`src/rtl/muldiv_unit_if.sv`:
```
// Request/response bundle between the execute stage (master) and the
// multiply/divide unit (slave).
//
// Handshake: a request is accepted on a rising Clk edge when
// op_valid && !busy && !flush. The master must hold op/src_a/src_b stable
// with op_valid high until that edge. busy is registered and stays high
// for every cycle an accepted multi-cycle op is in flight. hi/lo are
// direct register outputs and are valid to read whenever busy is low.
// flush aborts any in-flight op at the next edge and blocks acceptance in
// the same cycle.
interface muldiv_unit_if;
  logic        op_valid;
  logic [3:0]  op;
  logic [31:0] src_a;
  logic [31:0] src_b;
  logic        flush;
  logic        busy;
  logic [31:0] hi;
  logic [31:0] lo;

  modport master (
    output op_valid, op, src_a, src_b, flush,
    input  busy, hi, lo
  );

  modport slave (
    input  op_valid, op, src_a, src_b, flush,
    output busy, hi, lo
  );
endinterface

```
`src/rtl/muldiv_unit.sv`:
```
// Multi-cycle multiply/divide unit owning the architectural HI/LO pair.
// Multiplies are computed at accept and committed after MUL_LAT cycles;
// divides use a 32-step restoring divider with sign fix-up at the end.
module muldiv_unit #(
  parameter int MUL_LAT = 4
) (
  input  logic          Clk,
  input  logic          reset,
  muldiv_unit_if.slave  bus,
  output logic [2:0]    o_dbg_state
);

  typedef enum logic [2:0] {
    S_IDLE     = 3'd0,
    S_MUL      = 3'd1,
    S_DIV_PREP = 3'd2,
    S_DIV_ITER = 3'd3,
    S_DIV_FIX  = 3'd4
  } state_t;

  localparam logic [1:0] ACC_SET = 2'd0;
  localparam logic [1:0] ACC_ADD = 2'd1;
  localparam logic [1:0] ACC_SUB = 2'd2;

  state_t      r_state;
  state_t      w_next;
  logic        r_busy;
  logic [31:0] r_hi, r_lo;
  logic [4:0]  r_cnt;
  logic [63:0] r_prod;
  logic [1:0]  r_mop;
  logic [31:0] r_a, r_b;
  logic        r_signed, r_dz, r_neg_q, r_neg_r;
  logic [31:0] r_quo, r_rem, r_dvs;

  logic        w_accept, w_op_mul, w_op_div, w_sgn_op;
  logic [63:0] w_ext_a, w_ext_b, w_prod, w_acc;
  logic [32:0] w_shift, w_trial;

  assign w_accept = bus.op_valid && !r_busy && !bus.flush;
  assign w_op_mul = (bus.op == 4'd1) || (bus.op == 4'd2) ||
                    ((bus.op >= 4'd7) && (bus.op <= 4'd11));
  assign w_op_div = (bus.op == 4'd3) || (bus.op == 4'd4);
  assign w_sgn_op = (bus.op == 4'd1) || (bus.op == 4'd7) ||
                    (bus.op == 4'd9) || (bus.op == 4'd11);

  // Sign- or zero-extend to 64 bits so one multiplier serves both flavours.
  assign w_ext_a = {{32{w_sgn_op & bus.src_a[31]}}, bus.src_a};
  assign w_ext_b = {{32{w_sgn_op & bus.src_b[31]}}, bus.src_b};
  assign w_prod  = w_ext_a * w_ext_b;

  // Accumulated result committed at the end of a multiply-class op.
  always_comb begin
    w_acc = r_prod;
    case (r_mop)
      ACC_ADD: w_acc = {r_hi, r_lo} + r_prod;
      ACC_SUB: w_acc = {r_hi, r_lo} - r_prod;
      default: w_acc = r_prod;
    endcase
  end

  // One restoring-division step: shift in next dividend bit, trial subtract.
  assign w_shift = {r_rem, r_quo[31]};
  assign w_trial = w_shift - {1'b0, r_dvs};

  // State register.
  always_ff @(posedge Clk) begin
    if (reset) r_state <= S_IDLE;
    else       r_state <= w_next;
  end

  // Next-state logic; flush overrides every transition.
  always_comb begin
    w_next = r_state;
    case (r_state)
      S_IDLE: begin
        if (w_accept && w_op_mul)      w_next = S_MUL;
        else if (w_accept && w_op_div) w_next = S_DIV_PREP;
      end
      S_MUL:      if (r_cnt == 5'd0) w_next = S_IDLE;
      S_DIV_PREP: w_next = S_DIV_ITER;
      S_DIV_ITER: if (r_cnt == 5'd0) w_next = S_DIV_FIX;
      S_DIV_FIX:  w_next = S_IDLE;
      default:    w_next = S_IDLE;
    endcase
    if (bus.flush) w_next = S_IDLE;
  end

  // Datapath, HI/LO and registered busy.
  always_ff @(posedge Clk) begin
    if (reset) begin
      r_busy   <= 1'b0;
      r_hi     <= '0;
      r_lo     <= '0;
      r_cnt    <= '0;
      r_prod   <= '0;
      r_mop    <= ACC_SET;
      r_a      <= '0;
      r_b      <= '0;
      r_signed <= 1'b0;
      r_dz     <= 1'b0;
      r_neg_q  <= 1'b0;
      r_neg_r  <= 1'b0;
      r_quo    <= '0;
      r_rem    <= '0;
      r_dvs    <= '0;
    end else begin
      r_busy <= (w_next != S_IDLE);
      case (r_state)
        S_IDLE: begin
          if (w_accept) begin
            if (w_op_mul) begin
              r_prod <= w_prod;
              r_cnt  <= 5'(MUL_LAT - 1);
              if ((bus.op == 4'd7) || (bus.op == 4'd8))       r_mop <= ACC_ADD;
              else if ((bus.op == 4'd9) || (bus.op == 4'd10)) r_mop <= ACC_SUB;
              else                                            r_mop <= ACC_SET;
            end
            if (w_op_div) begin
              r_a      <= bus.src_a;
              r_b      <= bus.src_b;
              r_signed <= (bus.op == 4'd3);
              r_dz     <= (bus.src_b == 32'd0);
            end
            if (bus.op == 4'd5) r_hi <= bus.src_a;
            if (bus.op == 4'd6) r_lo <= bus.src_a;
          end
        end
        S_MUL: begin
          if (r_cnt != 5'd0)    r_cnt <= r_cnt - 5'd1;
          else if (!bus.flush)  {r_hi, r_lo} <= w_acc;
        end
        S_DIV_PREP: begin
          r_quo   <= (r_signed && r_a[31]) ? (32'd0 - r_a) : r_a;
          r_dvs   <= (r_signed && r_b[31]) ? (32'd0 - r_b) : r_b;
          r_rem   <= '0;
          r_neg_q <= r_signed && (r_a[31] ^ r_b[31]);
          r_neg_r <= r_signed && r_a[31];
          r_cnt   <= 5'd31;
        end
        S_DIV_ITER: begin
          if (!w_trial[32]) begin
            r_rem <= w_trial[31:0];
            r_quo <= {r_quo[30:0], 1'b1};
          end else begin
            r_rem <= w_shift[31:0];
            r_quo <= {r_quo[30:0], 1'b0};
          end
          if (r_cnt != 5'd0) r_cnt <= r_cnt - 5'd1;
        end
        S_DIV_FIX: begin
          if (!bus.flush) begin
            if (r_dz) begin
              r_hi <= r_a;
              r_lo <= 32'hFFFF_FFFF;
            end else begin
              r_lo <= r_neg_q ? (32'd0 - r_quo) : r_quo;
              r_hi <= r_neg_r ? (32'd0 - r_rem) : r_rem;
            end
          end
        end
        default: ;
      endcase
    end
  end

  assign bus.busy    = r_busy;
  assign bus.hi      = r_hi;
  assign bus.lo      = r_lo;
  assign o_dbg_state = r_state;

endmodule

```
`src/flat_wrapper.sv`:
```
// flat-port wrapper written by rule: the top's interface ports become plain ports
module muldiv_unit_flat 
#(
  parameter int MUL_LAT = 4
)
  (Clk, reset, o_dbg_state, bus_op_valid, bus_op, bus_src_a, bus_src_b, bus_flush, bus_busy, bus_hi, bus_lo);
  muldiv_unit_if bus_i ();
  input  logic Clk;
  input  logic reset;
  output logic [2:0] o_dbg_state;
  input wire logic [$bits(bus_i.op_valid)-1:0] bus_op_valid;
  input wire logic [$bits(bus_i.op)-1:0] bus_op;
  input wire logic [$bits(bus_i.src_a)-1:0] bus_src_a;
  input wire logic [$bits(bus_i.src_b)-1:0] bus_src_b;
  input wire logic [$bits(bus_i.flush)-1:0] bus_flush;
  output wire logic [$bits(bus_i.busy)-1:0] bus_busy;
  output wire logic [$bits(bus_i.hi)-1:0] bus_hi;
  output wire logic [$bits(bus_i.lo)-1:0] bus_lo;
  assign bus_i.op_valid = bus_op_valid;
  assign bus_i.op = bus_op;
  assign bus_i.src_a = bus_src_a;
  assign bus_i.src_b = bus_src_b;
  assign bus_i.flush = bus_flush;
  assign bus_busy = bus_i.busy;
  assign bus_hi = bus_i.hi;
  assign bus_lo = bus_i.lo;
  muldiv_unit #(.MUL_LAT(MUL_LAT)) u_core (.Clk(Clk), .reset(reset), .bus(bus_i), .o_dbg_state(o_dbg_state));
endmodule
```
`config.mk`:
```
export PLATFORM = sky130hd
export DESIGN_NAME = muldiv_unit_flat
export DESIGN_NICKNAME = d
export VERILOG_FILES = /design/src/rtl/muldiv_unit_if.sv /design/src/rtl/muldiv_unit.sv /design/src/flat_wrapper.sv
export SDC_FILE = /design/constraint.sdc
export NUM_CORES = 2
export LEC_CHECK = 0
export CORE_MARGIN = 5
export CORE_UTILIZATION = 45
export DETAILED_ROUTE_END_ITERATION = 7
export PLACE_DENSITY = 0.67
export SYNTH_ARGS = -nofsm -noshare
export SYNTH_HDL_FRONTEND = slang
export SYNTH_SLANG_ARGS = --single-unit
export TNS_END_PERCENT = 10
```
`constraint.sdc`:
```
create_clock -name Clk -period 11.2 [get_ports Clk]
set_input_delay 1.12 -clock Clk [delete_from_list [all_inputs] [get_ports Clk]]
set_output_delay 1.12 -clock Clk [all_outputs]
set_load 0.01 [all_outputs]
```
==> out/metrics.cfg <==
[global_route]
grt_pass1_wl_um = 308000
gr-usage-all-layers_pct = 28.1
antenna_found_initial = 24
grt_overflow = 0
grt_max_degree = 106
grt_pass1_vias = 52000

[critical_path]
r2r_slack_ns = 5.13
worstPathRequired_ns = 11.67
worstSetupPathType = in2reg
r2r-end = u_core.bus.hi[30]
crit_top_cell = fa_1
max_stage_delay_ns = 1.05
rr_worst_depth = 18
cp_max_fo = 23
arrival_ns = 11.17
r2r-start = u_core.r_prod[0]
cp-end-kind = flop
cp_slowest_cell = fa_1
start_kind = primary input

[cells_and_area]
final_util_pct = 47.9
fin_area_um2 = 63700
fillers = 12800
area_growth_syn_to_layout_pct = 6.28
fin_nets = 8638
layout-drive-gt1-share_pct = 3.86
stdcell_count = 8925

[logic_synthesis]
synthArstFlopShare_pct = 0
synth-seq-area-share_pct = 10.1
synthAdderAreaFrac_pct = 44.2
synth_edf_count = 0
synth_cell_type_count = 94
synth_compound_area_share_pct = 12.3
ys_warn_count = 0
avgSynthCellArea_um2 = 8.23
syn_inst = 7288
synth_seq_cells = 303
ys.flop_type = dfxtp_1
synthMuxAreaShare_pct = 0.634
synth_top_family_by_area = adder cells
syn_nets = 8802
synthSimpleGateAreaFrac_pct = 17.3
synthesis.area_um2 = 60000
synth_xor_area_share_pct = 4.87

[hold_path]
hold_depth = 2
hp-start = u_core.r_dvs[24]
hold-path-endpoint = u_core.r_dvs[24]
hp-class = reg2reg

[floorplanning]
die-area_um2 = 141000
rows = 134
start_util_pct = 45.1
io_pins = 140
fp.dieW_um = 375
die_y_um = 375
core-area_um2 = 133000

[outcome]
status = finished, final reports clean

[detailed_routing]
met2_wirelength_um = 90600
antenna_left = 0
wl_met3_um = 16300
maxUsedRoutingLayer = met5
num_vias = 50400
m1WireLength_um = 80200
firstDrtPassIters = 6
wl_per_cell_um = 22.1
viasPerCell = 5.65
drc_errors = 0
wirelength_um = 197000
drt-initial-drc-count = 4617

[timing]
hold_violations = 0
tightest_slew_ns = 1.16
slew_headroom_pct = 22.6
rsz0062_at_grt = no
skew_ns = 0.0220
fin_crit_ns = 10.71
post-route-period-util_pct = 95.6
setup_viol = 0
setup_tns_ns = 0
max_freq_ghz = 0.0934
drv_slew = 0

[clock_network]
insertion_delay_ns = 0.57
clkTransAtPathRegs_ns = 0.06
hold_buffers = 0
postCtsSetupRepairBufs = 0
cts_buffer_depth = 3
numCtsBuffers = 36
root_buffer = clkbuf_16
clock-sinks = 303
cts_tree = yes
cts-resized-gates = 0
htreeDepth = 2

[placement]
port-buffer-count = 139
dp_hpwl_um = 156000
placed_area_um2 = 62600
place_congestion = 0.958
place_inst = 8854

[run]
maxCapViolations = 0

Yosys cell counts, types with 28 or more instances:
cell type / n / area [µm²]
nor2_1: 303 / 1140
o21ai_0: 264 / 1320
nand2_1: 1313 / 4930
buf_1: 29 / 109
ha_1: 315 / 3940
xnor2_1: 212 / 1860
dfxtp_1: 303 / 6070
xor2_1: 118 / 1030
nand4_1: 34 / 213
o31ai_1: 38 / 285
a21oi_1: 429 / 2150
inv_1: 1223 / 4590
a21o_1: 92 / 691
or3_1: 28 / 175
mux2i_1: 38 / 380
nand3_1: 50 / 250
clkbuf_1: 419 / 1570
nor3_1: 67 / 335
a211oi_1: 46 / 345
a31oi_1: 28 / 175
a311oi_1: 35 / 307
and2_1: 336 / 2100
fa_1: 1127 / 22600
o21bai_1: 37 / 278
nor4_1: 41 / 257
cell type report:
cell class / count / area (µm²) / share of cell area [%]
clock inverter: 15 / 108 / 0.169
sequential: 303 / 6070 / 9.52
antenna: 8 / 20.0 / 0.0314
inverter: 1223 / 4590 / 7.20
timing repair buffer: 260 / 2130 / 3.34
multi-input combinational: 5300 / 47600 / 74.7
tap: 1768 / 2210 / 3.47
clock buffer: 48 / 1030 / 1.61
layout by cell type, fill, tap and decap left out, drive strengths merged, types with 9 or more instances in the layout:
cell,instances
o41ai,14
o21a,27
o211ai,21
a21o,92
and3,26
a221oi,21
a21oi,431
or4,15
buf,159
or2,12
nand3,50
dfxtp,303
o21bai,37
a222oi,12
clkdlybuf4s50,100
a31oi,28
xnor2,212
or3,28
mux2i,38
a311oi,36
o31a,9
o31ai,42
nand2,1313
a211oi,48
inv,1223
clkinv,11
nor2b,19
xor2,119
nor3,68
nand2b,24
clkbuf,49
nand4,35
nor4,42
o21ai,292
nor2,304
and2,336
fa,1127
nand3b,11
ha,315
sequential cells by signal, indices dropped and copies added, names as in the netlist, 2 cells and up:
| signal | flops |
|---|---|
| u_core.bus.hi | 32 |
| u_core.bus.lo | 32 |
| u_core.o_dbg_state | 3 |
| u_core.r_a | 32 |
| u_core.r_b | 32 |
| u_core.r_cnt | 5 |
| u_core.r_dvs | 32 |
| u_core.r_mop | 2 |
| u_core.r_prod | 64 |
| u_core.r_quo | 32 |
| u_core.r_rem | 32 |
metrics by stage:
step	hold WS (ns)	setup slack, ns
finish	0.450	0.495
global route	0.466	0.0992
CTS	0.454	0.610
detailed placement	0.447	0.0495
global placement	0.439	0.226
floorplan	0.432	1.77
routing by layer:
metal / vias up / GRT usage, %
met5: - / 0
met4: 10 / 12.3
met3: 462 / 4.52
met2: 2069 / 45.7
met1: 25400 / 37.2
li1: 22400 / -
kinds of logic (layout without fill, tap and decap cells):
| kind of cell | count (synthesis) | in the layout |
|---|---|---|
| AO/OA/AOI/OAI | 1182 | 1182 |
| XOR/XNOR | 331 | 331 |
| adder cells (fa/ha/maj) | 1442 | 1442 |
| buffers and inverters | 1685 | 1546 |
| flip-flops | 303 | 303 |
| multiplexers | 38 | 38 |
| other | 0 | 8 |
| AND/OR/NAND/NOR | 2307 | 2307 |
critical path: cells and delay by family:
| kind | cells | cell delay [ns] |
|---|---|---|
| xor+xnor | 1 | 0.57 |
| fa+ha+maj | 9 | 4.67 |
| simple gates | 6 | 1.63 |
| compound gates | 5 | 1.18 |
| buf+inv | 9 | 1.96 |
how the worst max path moves through the flow:
stage          startpoint                 to  slack [ns]  depth (start not counted)
6_report        bus_op[1]  u_core.r_prod[60]        0.49                         30
5_1_grt         bus_op[1]  u_core.r_prod[60]         0.1                         30
4_1_cts         bus_op[1]  u_core.r_prod[60]        0.61                         30
3_5_place_dp    bus_op[1]  u_core.r_prod[60]        0.05                         30
3_3_place_gp    bus_op[1]  u_core.r_prod[60]        0.23                         30
2_1_floorplan   bus_op[1]  u_core.r_prod[60]        1.77                         30
Power is left out: the tool's default activity adds up to more than one toggle a clock period on the data nets, which glitch-free logic cannot reach.
